$ cat src/rtl/vga_mem_arbiter_if.sv
// Bundle of the VGA read port, CPU read/write port and the BRAM port around the arbiter.
// slave = arbiter side, master = requesters plus memory.
`timescale 1ns/1ps
interface vga_mem_arbiter_if #(
    parameter int ADDR_W = 16,
    parameter int DATA_W = 16
);
    logic              vga_req;
    logic [ADDR_W-1:0] vga_addr;
    logic              vga_ack;
    logic              vga_rvalid;
    logic [DATA_W-1:0] vga_rdata;
    logic              vga_stall;

    logic              cpu_req;
    logic              cpu_we;
    logic [ADDR_W-1:0] cpu_addr;
    logic [DATA_W-1:0] cpu_wdata;
    logic              cpu_ack;
    logic              cpu_rvalid;
    logic [DATA_W-1:0] cpu_rdata;

    logic [ADDR_W-1:0] mem_addr;
    logic              mem_we;
    logic [DATA_W-1:0] mem_din;
    logic [DATA_W-1:0] mem_dout;

    modport slave (
        input  vga_req, vga_addr,
        input  cpu_req, cpu_we, cpu_addr, cpu_wdata,
        input  mem_dout,
        output vga_ack, vga_rvalid, vga_rdata, vga_stall,
        output cpu_ack, cpu_rvalid, cpu_rdata,
        output mem_addr, mem_we, mem_din
    );

    modport master (
        output vga_req, vga_addr,
        output cpu_req, cpu_we, cpu_addr, cpu_wdata,
        output mem_dout,
        input  vga_ack, vga_rvalid, vga_rdata, vga_stall,
        input  cpu_ack, cpu_rvalid, cpu_rdata,
        input  mem_addr, mem_we, mem_din
    );
endinterface

$ cat src/rtl/vga_mem_arbiter.sv
// Single-port BRAM arbiter: VGA has fixed priority, a starvation counter forces the CPU
// through after MAX_STALL denied cycles, and a tag pipeline routes read data back (RD_LAT >= 1).
`timescale 1ns/1ps
module vga_mem_arbiter #(
    parameter int ADDR_W    = 16,
    parameter int DATA_W    = 16,
    parameter int RD_LAT    = 1,
    parameter int MAX_STALL = 4
) (
    input  logic             clk,
    input  logic             rst,
    vga_mem_arbiter_if.slave bus
);
    localparam int               CNT_W   = $clog2(MAX_STALL + 1);
    localparam logic [CNT_W-1:0] CNT_MAX = CNT_W'(MAX_STALL);

    typedef enum logic {
        ST_ARB   = 1'b0,
        ST_FORCE = 1'b1
    } state_e;

    state_e             state_q, state_d;
    logic [CNT_W-1:0]   stall_cnt_q, stall_cnt_d;
    logic               vga_grant, cpu_grant;
    logic [ADDR_W-1:0]  mem_addr_q, mem_addr_d;
    logic               vga_stall_q;
    logic [RD_LAT:0]    tag_v_q, tag_cpu_q;
    logic               rd_issue;
    logic [DATA_W-1:0]  vga_rdata_q, cpu_rdata_q;

    // ---------------- FSM: state register ----------------
    always_ff @(posedge clk or negedge rst) begin
        if (!rst) begin
            state_q     <= ST_ARB;
            stall_cnt_q <= '0;
        end else begin
            state_q     <= state_d;
            stall_cnt_q <= stall_cnt_d;
        end
    end

    // ---------------- FSM: next state ----------------
    always_comb begin
        stall_cnt_d = '0;
        if (bus.cpu_req && !cpu_grant) begin
            stall_cnt_d = (stall_cnt_q == CNT_MAX) ? stall_cnt_q : stall_cnt_q + CNT_W'(1);
        end
    end

    always_comb begin
        state_d = state_q;
        case (state_q)
            ST_ARB:   if (stall_cnt_d == CNT_MAX) state_d = ST_FORCE;
            // A served or withdrawn CPU request both end the forced slot.
            ST_FORCE: if (cpu_grant || !bus.cpu_req) state_d = ST_ARB;
            default:  state_d = ST_ARB;
        endcase
    end

    // ---------------- FSM: outputs (grant) ----------------
    always_comb begin
        vga_grant = 1'b0;
        cpu_grant = 1'b0;
        if (rst) begin
            if (state_q == ST_FORCE && bus.cpu_req) begin
                cpu_grant = 1'b1;
            end else if (bus.vga_req) begin
                vga_grant = 1'b1;
            end else if (bus.cpu_req) begin
                cpu_grant = 1'b1;
            end
        end
    end

    // ---------------- memory drive ----------------
    always_comb begin
        mem_addr_d = mem_addr_q;
        if (vga_grant) begin
            mem_addr_d = bus.vga_addr;
        end else if (cpu_grant) begin
            mem_addr_d = bus.cpu_addr;
        end
    end

    assign bus.vga_ack  = vga_grant;
    assign bus.cpu_ack  = cpu_grant;
    assign bus.mem_addr = mem_addr_d;
    assign bus.mem_we   = cpu_grant & bus.cpu_we;
    assign bus.mem_din  = bus.cpu_wdata;

    always_ff @(posedge clk or negedge rst) begin
        if (!rst) begin
            mem_addr_q  <= '0;
            vga_stall_q <= 1'b0;
        end else begin
            mem_addr_q  <= mem_addr_d;
            vga_stall_q <= bus.vga_req & ~vga_grant;
        end
    end

    assign bus.vga_stall = vga_stall_q;

    // ---------------- read tag pipeline ----------------
    // Stage k holds a read acked k+1 cycles ago; stage RD_LAT-1 lines up with mem_dout.
    assign rd_issue = vga_grant | (cpu_grant & ~bus.cpu_we);

    always_ff @(posedge clk or negedge rst) begin
        if (!rst) begin
            tag_v_q   <= '0;
            tag_cpu_q <= '0;
        end else begin
            tag_v_q   <= {tag_v_q[RD_LAT-1:0], rd_issue};
            tag_cpu_q <= {tag_cpu_q[RD_LAT-1:0], cpu_grant};
        end
    end

    always_ff @(posedge clk or negedge rst) begin
        if (!rst) begin
            vga_rdata_q <= '0;
            cpu_rdata_q <= '0;
        end else if (tag_v_q[RD_LAT-1]) begin
            if (tag_cpu_q[RD_LAT-1]) begin
                cpu_rdata_q <= bus.mem_dout;
            end else begin
                vga_rdata_q <= bus.mem_dout;
            end
        end
    end

    assign bus.vga_rvalid = tag_v_q[RD_LAT] & ~tag_cpu_q[RD_LAT];
    assign bus.cpu_rvalid = tag_v_q[RD_LAT] &  tag_cpu_q[RD_LAT];
    assign bus.vga_rdata  = vga_rdata_q;
    assign bus.cpu_rdata  = cpu_rdata_q;

endmodule

$ cat src/flat_wrapper.sv
// flat-port wrapper written by rule: the top's interface ports become plain ports
module vga_mem_arbiter_flat 
#(
    parameter int ADDR_W    = 16,
    parameter int DATA_W    = 16,
    parameter int RD_LAT    = 1,
    parameter int MAX_STALL = 4
)
  (clk, rst, bus_vga_req, bus_vga_addr, bus_cpu_req, bus_cpu_we, bus_cpu_addr, bus_cpu_wdata, bus_mem_dout, bus_vga_ack, bus_vga_rvalid, bus_vga_rdata, bus_vga_stall, bus_cpu_ack, bus_cpu_rvalid, bus_cpu_rdata, bus_mem_addr, bus_mem_we, bus_mem_din);
  vga_mem_arbiter_if #(.ADDR_W(ADDR_W), .DATA_W(DATA_W)) bus_i ();
  input  logic clk;
  input  logic rst;
  input wire logic [$bits(bus_i.vga_req)-1:0] bus_vga_req;
  input wire logic [$bits(bus_i.vga_addr)-1:0] bus_vga_addr;
  input wire logic [$bits(bus_i.cpu_req)-1:0] bus_cpu_req;
  input wire logic [$bits(bus_i.cpu_we)-1:0] bus_cpu_we;
  input wire logic [$bits(bus_i.cpu_addr)-1:0] bus_cpu_addr;
  input wire logic [$bits(bus_i.cpu_wdata)-1:0] bus_cpu_wdata;
  input wire logic [$bits(bus_i.mem_dout)-1:0] bus_mem_dout;
  output wire logic [$bits(bus_i.vga_ack)-1:0] bus_vga_ack;
  output wire logic [$bits(bus_i.vga_rvalid)-1:0] bus_vga_rvalid;
  output wire logic [$bits(bus_i.vga_rdata)-1:0] bus_vga_rdata;
  output wire logic [$bits(bus_i.vga_stall)-1:0] bus_vga_stall;
  output wire logic [$bits(bus_i.cpu_ack)-1:0] bus_cpu_ack;
  output wire logic [$bits(bus_i.cpu_rvalid)-1:0] bus_cpu_rvalid;
  output wire logic [$bits(bus_i.cpu_rdata)-1:0] bus_cpu_rdata;
  output wire logic [$bits(bus_i.mem_addr)-1:0] bus_mem_addr;
  output wire logic [$bits(bus_i.mem_we)-1:0] bus_mem_we;
  output wire logic [$bits(bus_i.mem_din)-1:0] bus_mem_din;
  assign bus_i.vga_req = bus_vga_req;
  assign bus_i.vga_addr = bus_vga_addr;
  assign bus_i.cpu_req = bus_cpu_req;
  assign bus_i.cpu_we = bus_cpu_we;
  assign bus_i.cpu_addr = bus_cpu_addr;
  assign bus_i.cpu_wdata = bus_cpu_wdata;
  assign bus_i.mem_dout = bus_mem_dout;
  assign bus_vga_ack = bus_i.vga_ack;
  assign bus_vga_rvalid = bus_i.vga_rvalid;
  assign bus_vga_rdata = bus_i.vga_rdata;
  assign bus_vga_stall = bus_i.vga_stall;
  assign bus_cpu_ack = bus_i.cpu_ack;
  assign bus_cpu_rvalid = bus_i.cpu_rvalid;
  assign bus_cpu_rdata = bus_i.cpu_rdata;
  assign bus_mem_addr = bus_i.mem_addr;
  assign bus_mem_we = bus_i.mem_we;
  assign bus_mem_din = bus_i.mem_din;
  vga_mem_arbiter #(.ADDR_W(ADDR_W), .DATA_W(DATA_W), .RD_LAT(RD_LAT), .MAX_STALL(MAX_STALL)) u_core (.clk(clk), .rst(rst), .bus(bus_i));
endmodule
$ cat config.mk
export PLATFORM = sky130hd
export DESIGN_NAME = vga_mem_arbiter_flat
export DESIGN_NICKNAME = d
export VERILOG_FILES = /design/src/rtl/vga_mem_arbiter_if.sv /design/src/rtl/vga_mem_arbiter.sv /design/src/flat_wrapper.sv
export SDC_FILE = /design/constraint.sdc
export NUM_CORES = 1
export LEC_CHECK = 0
export CORE_UTILIZATION = 40
export CTS_BUF_LIST = sky130_fd_sc_hd__clkbuf_16
export DETAILED_ROUTE_END_ITERATION = 8
export PLACE_DENSITY_LB_ADDON = 0.3
export SLEW_MARGIN = 20
export SYNTH_ARGS = -nofsm -noshare
export SYNTH_HDL_FRONTEND = slang
export SYNTH_SLANG_ARGS = --single-unit
$ cat constraint.sdc
create_clock -name clk -period 2.4 [get_ports clk]
set_input_delay 0.48 -clock clk [delete_from_list [all_inputs] [get_ports clk]]
set_output_delay 0.48 -clock clk [all_outputs]
set_load 0.05 [all_outputs]
==> summary.txt, run 1 <==
CTS
  • Post-CTS setup buffers: 0
  • CTS Buffer Depth: 2
  • Reg clk slew, reported paths: around 0.050 ns
  • Worst skew pair latency: about 0.32 ns
  • Clk sinks: 57
  • CTS tree: done
  • Clock Root Buffer: clkbuf_16
  • H-tree lvl count: 3
  • Total CTS buffers: 9

Global routing
  • Initial antenna violation count: 0
  • Met2 Use GR: 31.1%
  • First-pass GRT wire length: just over 10,000 um
  • Gr busiest metal: met2
  • GR Util met3: approximately 6.4%
  • Grt met1 use: 23.7%
  • Gr ovfl total: 0
  • Global Route Usage Sum: between 10% and 20%
  • Vias in the first global route: between 2k and 2.5k
  • Pin count of the biggest net entering global routing: 46

Yosys
  • Avg Inst Size Synth: 12.8 um2
  • Post-Synthesis Cell Area: approximately 0.0026 mm2
  • Unique masters post-synth: 26
  • Post-synthesis sequential area ratio: approximately 55%
  • YS warnings: 0
  • Syn_nets: between 200 and 300
  • Yosys reg bits: 57
  • Cells after Synth: 204

STA
  • Max Slew Vio Count: 0
  • Fin crit period: ~2.3 ns
  • Setup TNS: 0 ns
  • Worst slew margin: 62.8%
  • Fin. Hold Viols: 0
  • Final setup fails: 0
  • Worst Clk Skew: roughly 0.0063 ns
  • Worst-margin pin slew: 0.558 ns
  • Unrepaired setup endpoints after global routing: false
  • Max Fclk: 440 MHz
  • Final hold slack: between 0.15 and 0.2 ns
  • Final worst path period share: around 95%
  • Final WS setup: 0.127 ns

Routing
  • Initial DRC Count: around 130
  • Drt total wl: approximately 6300 um
  • Vias per cell: roughly 5.2
  • Routed WL per cell: around 16 um
  • Initial DRT Pass Iterations: 4
  • Vias: about 2.1k
  • Post-route DRC: 0
  • Final antenna-violating net count: 0

Floorplanning
  • Core outline area: ~0.0063 mm2
  • Die ar.: roughly 0.007 mm2
  • Die height: 82.8 um
  • # rows: 29
  • Initial Util: between 40% and 50%
  • I/O pins: approximately 140
  • Die Wd: 82.8 um

Placed design
  • Gpl congestion: 0.772
  • HPWL after DPL: about 4500 um
  • Setup WS pre-CTS: -0.205 ns
  • Dpl cell area: just under 0.004 mm2
  • IO buf count: around 110

Critical path
  • Buffers and inverters on the worst path: 5
  • Reg2Reg Setup Slack: 0.98 ns
  • Worst Setup End Kind: primary output
  • Worst R2R Start: u_core.state_q
  • Slowest cell on the critical path: dlygate4sd2_1
  • Critical path, cell by cell: dlygate4sd2_1, and2_1, buf_4, buf_4, a32oi_1, a2bb2oi_1, buf_4, buf_12
  • Critical path type: in2out
  • Worst path most repeated cell: buf_4
  • Worst Path Max Fanout: 4
  • Data required, critical path: ~1.9 ns
  • Crit-path max cell delay: 0.27 ns
  • Critical path startpoint category: primary input
  • Reg2reg end: u_core.mem_addr_q[14]
  • Worst R2R Path Depth: 5
  • Top delay family on crit path: buffers and inverters
  • CP Data Arrival Time: 1.79 ns

Layout
  • Design area: approximately 0.0043 mm2
  • Final #Nets: 387
  • Layout cells sized above 1: between 20% and 30%
  • Most frequent cells in the layout: clkdlybuf4s50_1, dfrtp_1, mux2_2
  • Sequential cell area: roughly 0.0014 mm2
  • Number of inserted diodes: 0
  • Area occupied by multi-input gates: around 950 um2
  • Leading cell type in the layout, fill and taps excluded: clkdlybuf4s50_1
  • Area Growth Syn to Fin: 64.6%
  • Fill cell count: 460

Power and ir drop
  • Pleak: 0.00183 uW
  • Pwr dens: 961 mW/mm2
  • Peak VDD IR: around 0.64 mV
  • Power, Total: 4140 uW

Status
  • Outcome: completed

Worst hold path
  • Class of the worst hold path: in2async

Flow run
  • Max Cap Violations: 0
[final cells by class]
class,count,share of cell area [%]
Timing Repair Buffer,131,34.3
Sequential cell,57,33.1
Multi-Input combinational cell,111,22.0
Clock buffer,9,5.23
Clock inverter,7,2.56
Tap cell,77,2.24
Inverter,6,0.523
[per-stage QoR]
step / utilization (%) / instances
floorplan: - / 204
global placement: 62.3 / 381
detailed placement: 62.3 / 381
global route: 68.2 / 398
finish: 68.2 / 398
CTS: 68.2 / 398
[what timing repair did]
action / 4_1_cts / 5_1_grt
endpoints found under the hold margin: 3 / 0
resized for setup: 8 / 0
hold buffers: 1 / 0
setup endpoints to repair: 16 / 0
[flip-flops by register name (all words and copies together) (netlist names)]
| signal | flops |
|---|---|
| u_core.bus.cpu_rdata | 16 |
| u_core.bus.vga_rdata | 16 |
| u_core.mem_addr_q | 16 |
| u_core.stall_cnt_q | 3 |
| u_core.tag_cpu_q | 2 |
| u_core.tag_v_q | 2 |
| u_core.bus.vga_stall | 1 |
| u_core.state_q | 1 |
[kinds of logic (layout without fill, tap and decap cells)]
| family | count (synthesis) | after routing | share of synthesized area, % |
|---|---|---|---|
| flops | 57 | 57 | 54.6 |
| compound gates | 53 | 53 | 15.0 |
| buf+inv | 36 | 153 | 10.1 |
| mux | 32 | 32 | 13.8 |
| simple gates | 23 | 23 | 5.27 |
| fa+ha+maj | 2 | 2 | 0.957 |
| xor+xnor | 1 | 1 | 0.335 |
[cells in the mapped netlist]
master / count / area, um2
mux2_1: 2 / 22.5
nor2b_1: 4 / 25.0
o21ai_0: 14 / 70.1
xnor2_1: 1 / 8.76
a31oi_1: 1 / 6.26
o21ai_1: 4 / 20.0
nor3b_1: 1 / 7.51
and2_1: 4 / 25.0
nor3_1: 1 / 5.00
buf_2: 3 / 15.0
o31ai_1: 1 / 7.51
nand2_8: 1 / 20.0
a32oi_1: 16 / 140
and3_1: 1 / 6.26
inv_1: 6 / 22.5
ha_1: 2 / 25.0
buf_6: 6 / 67.6
a2bb2oi_1: 16 / 140
dfrtp_1: 57 / 1430
buf_4: 21 / 158
nor2_1: 5 / 18.8
nand2b_1: 1 / 6.26
nand2_2: 2 / 12.5
mux2_2: 30 / 338
nand2_1: 3 / 11.3
a221oi_1: 1 / 8.76
[where the power goes]
| group | switching, uW | total [uW] | internal, uW |
|---|---|---|---|
| Clock | 422 | 1420 | 1000 |
| Sequential | 74.4 | 1210 | 1130 |
| Combinational | 867 | 1500 | 637 |
| Total | 1360 | 4140 | 2770 |
[how the worst max path moves through the flow]
stage,startpoint,to,slack (ns),cells after the start
after floorplan,rst,bus_mem_addr[10],0.06,5
after global placement,bus_vga_req,bus_mem_addr[8],-0.09,8
after detailed placement,bus_vga_req,bus_mem_addr[14],-0.20,8
after CTS,bus_vga_req,bus_mem_addr[7],0.14,8
after global routing,bus_vga_req,bus_mem_addr[7],0.08,8
final,bus_vga_req,bus_mem_addr[14],0.13,8
[routing by layer]
metal	routed length (um)	part of all wire (%)	vias to the layer above
met5	0	0	-
met1	2650	42	1002
met4	92	1.5	0
met3	460	7.3	9
met2	3110	49	92
li1	-	-	956
Power figures use the tool's default switching activity.
==> run 2: changes to the inputs <==
--- a/config.mk
+++ b/config.mk
@@ -5,7 +5,7 @@
 export SDC_FILE = /design/constraint.sdc
 export NUM_CORES = 1
 export LEC_CHECK = 0
-export CORE_UTILIZATION = 40
+export CORE_UTILIZATION = 39
 export CTS_BUF_LIST = sky130_fd_sc_hd__clkbuf_16
 export DETAILED_ROUTE_END_ITERATION = 8
 export PLACE_DENSITY_LB_ADDON = 0.3
==> constraint.sdc (replaced) <==
create_clock -name clk -period 2.13 [get_ports clk]
set_input_delay 0.426 -clock clk [delete_from_list [all_inputs] [get_ports clk]]
set_output_delay 0.426 -clock clk [all_outputs]
set_load 0.05 [all_outputs]
==> run 2 against run 1 <==
Effect of this change: the run now ends with DRC, setup timing left; clock power increased by 13%; via count is 3.8% higher; global-route usage up 0.83 points; first-iteration DRC count shrank 34%; critical path depth decreased by 2; clock-buffer cell count did not move; critical endpoint is now bus_mem_addr[12].
==> summary.txt, run 2 (synthesis results as in run 1) <==
Status
  • Outcome: finished, violations left
  • Failing checks: DRC, setup timing

Critical path
  • Worst Setup End Kind: primary output
  • Critical path startpoint category: flop
  • Critical path, cell by cell: nand2b_4, buf_12, a32oi_2, a2bb2oi_2, buf_4, buf_12
  • Top delay family on crit path: flip-flops
  • Crit-path max cell delay: roughly 0.47 ns
  • Buffers and inverters on the worst path: 3
  • CP Data Arrival Time: ~1.7 ns
  • Slowest cell on the critical path: dfrtp_2
  • Worst R2R Path Depth: 5
  • Worst Path Max Fanout: 17
  • Data required, critical path: 1.70 ns
  • Crit path depth: 6
  • Critical path type: reg2out
  • Worst R2R Start: u_core.stall_cnt_q[0]
  • CP endpoint: bus_mem_addr[12]
  • CP startpoint: u_core.state_q
  • Worst path most repeated cell: buf_12
  • Reg2Reg Setup Slack: between 0.7 and 0.8 ns
  • Reg2reg end: u_core.state_q

Routing
  • Final antenna-violating net count: 0
  • Initial DRC Count: 85
  • Drt total wl: 6980 um
  • Vias: ~2.1k
  • Routed WL per cell: 17.5 um
  • Initial DRT Pass Iterations: 7
  • Post-route DRC: 20
  • Vias per cell: between 5 and 6

Placed design
  • Setup WS pre-CTS: -0.267 ns
  • HPWL after DPL: approximately 4700 um
  • IO buf count: roughly 110
  • Gpl congestion: just over 0.7

STA
  • Worst Clk Skew: about 0.0044 ns
  • Unrepaired setup endpoints after global routing: true
  • Final worst path period share: 100%
  • Max Fclk: roughly 470 MHz
  • Final WS setup: -0.00394 ns
  • Final setup fails: 2
  • Setup TNS: -0.00556 ns
  • Max Slew Vio Count: 0
  • Worst-margin pin slew: 0.527 ns
  • Fin crit period: 2.13 ns
  • Worst slew margin: roughly 65%
  • Fin. Hold Viols: 0

CTS
  • Total CTS buffers: 9
  • Clk sinks: 57
  • Reg clk slew, reported paths: approximately 0.050 ns
  • H-tree lvl count: 3
  • CTS tree: done
  • Worst skew pair latency: ~0.32 ns
  • CTS Buffer Depth: 2
  • Clock Root Buffer: clkbuf_16

Floorplanning
  • Die Wd: about 84 um
  • I/O pins: 139
  • Core outline area: approximately 0.0064 mm2
  • Initial Util: between 40% and 50%
  • Die height: between 80 and 90 um
  • # rows: 29
  • Die ar.: 0.00703 mm2

Worst hold path
  • Class of the worst hold path: in2async

Layout
  • Number of inserted diodes: 0
  • Final Util: about 69%
  • Final #Nets: slightly below 400
  • Most frequent cells in the layout: clkdlybuf4s50_1, dfrtp_1, mux2_2
  • Area occupied by multi-input gates: between 0.001 and 0.0015 mm2
  • Layout cells sized above 1: between 30% and 40%
  • Leading cell type in the layout, fill and taps excluded: clkdlybuf4s50_1
  • Area Growth Syn to Fin: 69.9%
  • Fill cell count: between 400 and 500
  • Sequential cell area: roughly 0.0014 mm2

Power and ir drop
  • Pwr dens: approximately 1100 mW/mm2
  • Peak VDD IR: a little over 0.5 mV
  • Pleak: 0.00185 uW

Global routing
  • First-pass GRT wire length: about 11,000 um
  • Vias in the first global route: between 2k and 2.5k
  • Global Route Usage Sum: around a fifth
  • Pin count of the biggest net entering global routing: roughly 40
  • Initial antenna violation count: 0
  • Gr ovfl total: 0

Flow run
  • Max Cap Violations: 0
-- run 2: cell count changes in the layout (fill, tap and decap cells not counted), moves of 2 or more --
cell       delta
clkinv_1      +2
a2bb2oi_2    +10
a2bb2oi_1    -10
a32oi_2       +5
a32oi_1       -5
-- run 2: stage by stage --
stage	hold slack, ns	cell area (um2)	total power, uW	instances
after floorplan	0.130	2610	2410	204
after global placement	0.271	3930	3050	379
after detailed placement	0.272	3930	3090	379
after CTS	0.178	4360	4740	396
after global routing	0.197	4440	4890	399
final	0.175	4440	4730	399
-- run 2: worst min path at each step --
stage          start                 endpoint  depth (start not counted)
5_1_grt          rst    u_core.mem_addr_q[14]                          2
3_5_place_dp     rst     u_core.mem_addr_q[2]                          1
2_1_floorplan    rst  u_core.bus.cpu_rdata[0]                          0
4_1_cts          rst    u_core.mem_addr_q[14]                          2
6_report         rst    u_core.mem_addr_q[12]                          2
3_3_place_gp     rst     u_core.mem_addr_q[0]                          1
-- run 2: per-layer routing --
layer	global-route usage (%)	wire, um	part of all wire (%)	vias to the layer above
met2	33.5	3450	49	103
met4	9.72	132	1.9	0
li1	-	-	-	961
met5	0	0	0	-
met1	23.7	2910	42	1052
met3	5.54	490	7.0	21
-- run 2: timing repair --
item | 4_1_cts | 5_1_grt
setup endpoints to repair | 16 | 12
pin swaps | 0 | 10
hold endpoints to repair | 2 | 0
hold buffers | 1 | 0
resized for setup | 18 | 11
setup buffers | 0 | 3
-- run 2: power by group --
part / internal (uW) / total (uW) / switching, uW
clock network: 1130 / 1610 / 485
registers: 1280 / 1360 / 86.9
logic: 741 / 1750 / 1010
-- run 2: final cells by class --
cell class                 instances  share of cell area (%)
clock inverter                     7                    2.45
multi-input combinational        111                    23.9
sequential                        57                    32.1
timing repair buffer             132                    33.8
inverter                           6                   0.507
clock buffer                       9                    5.07
tap                               77                    2.17
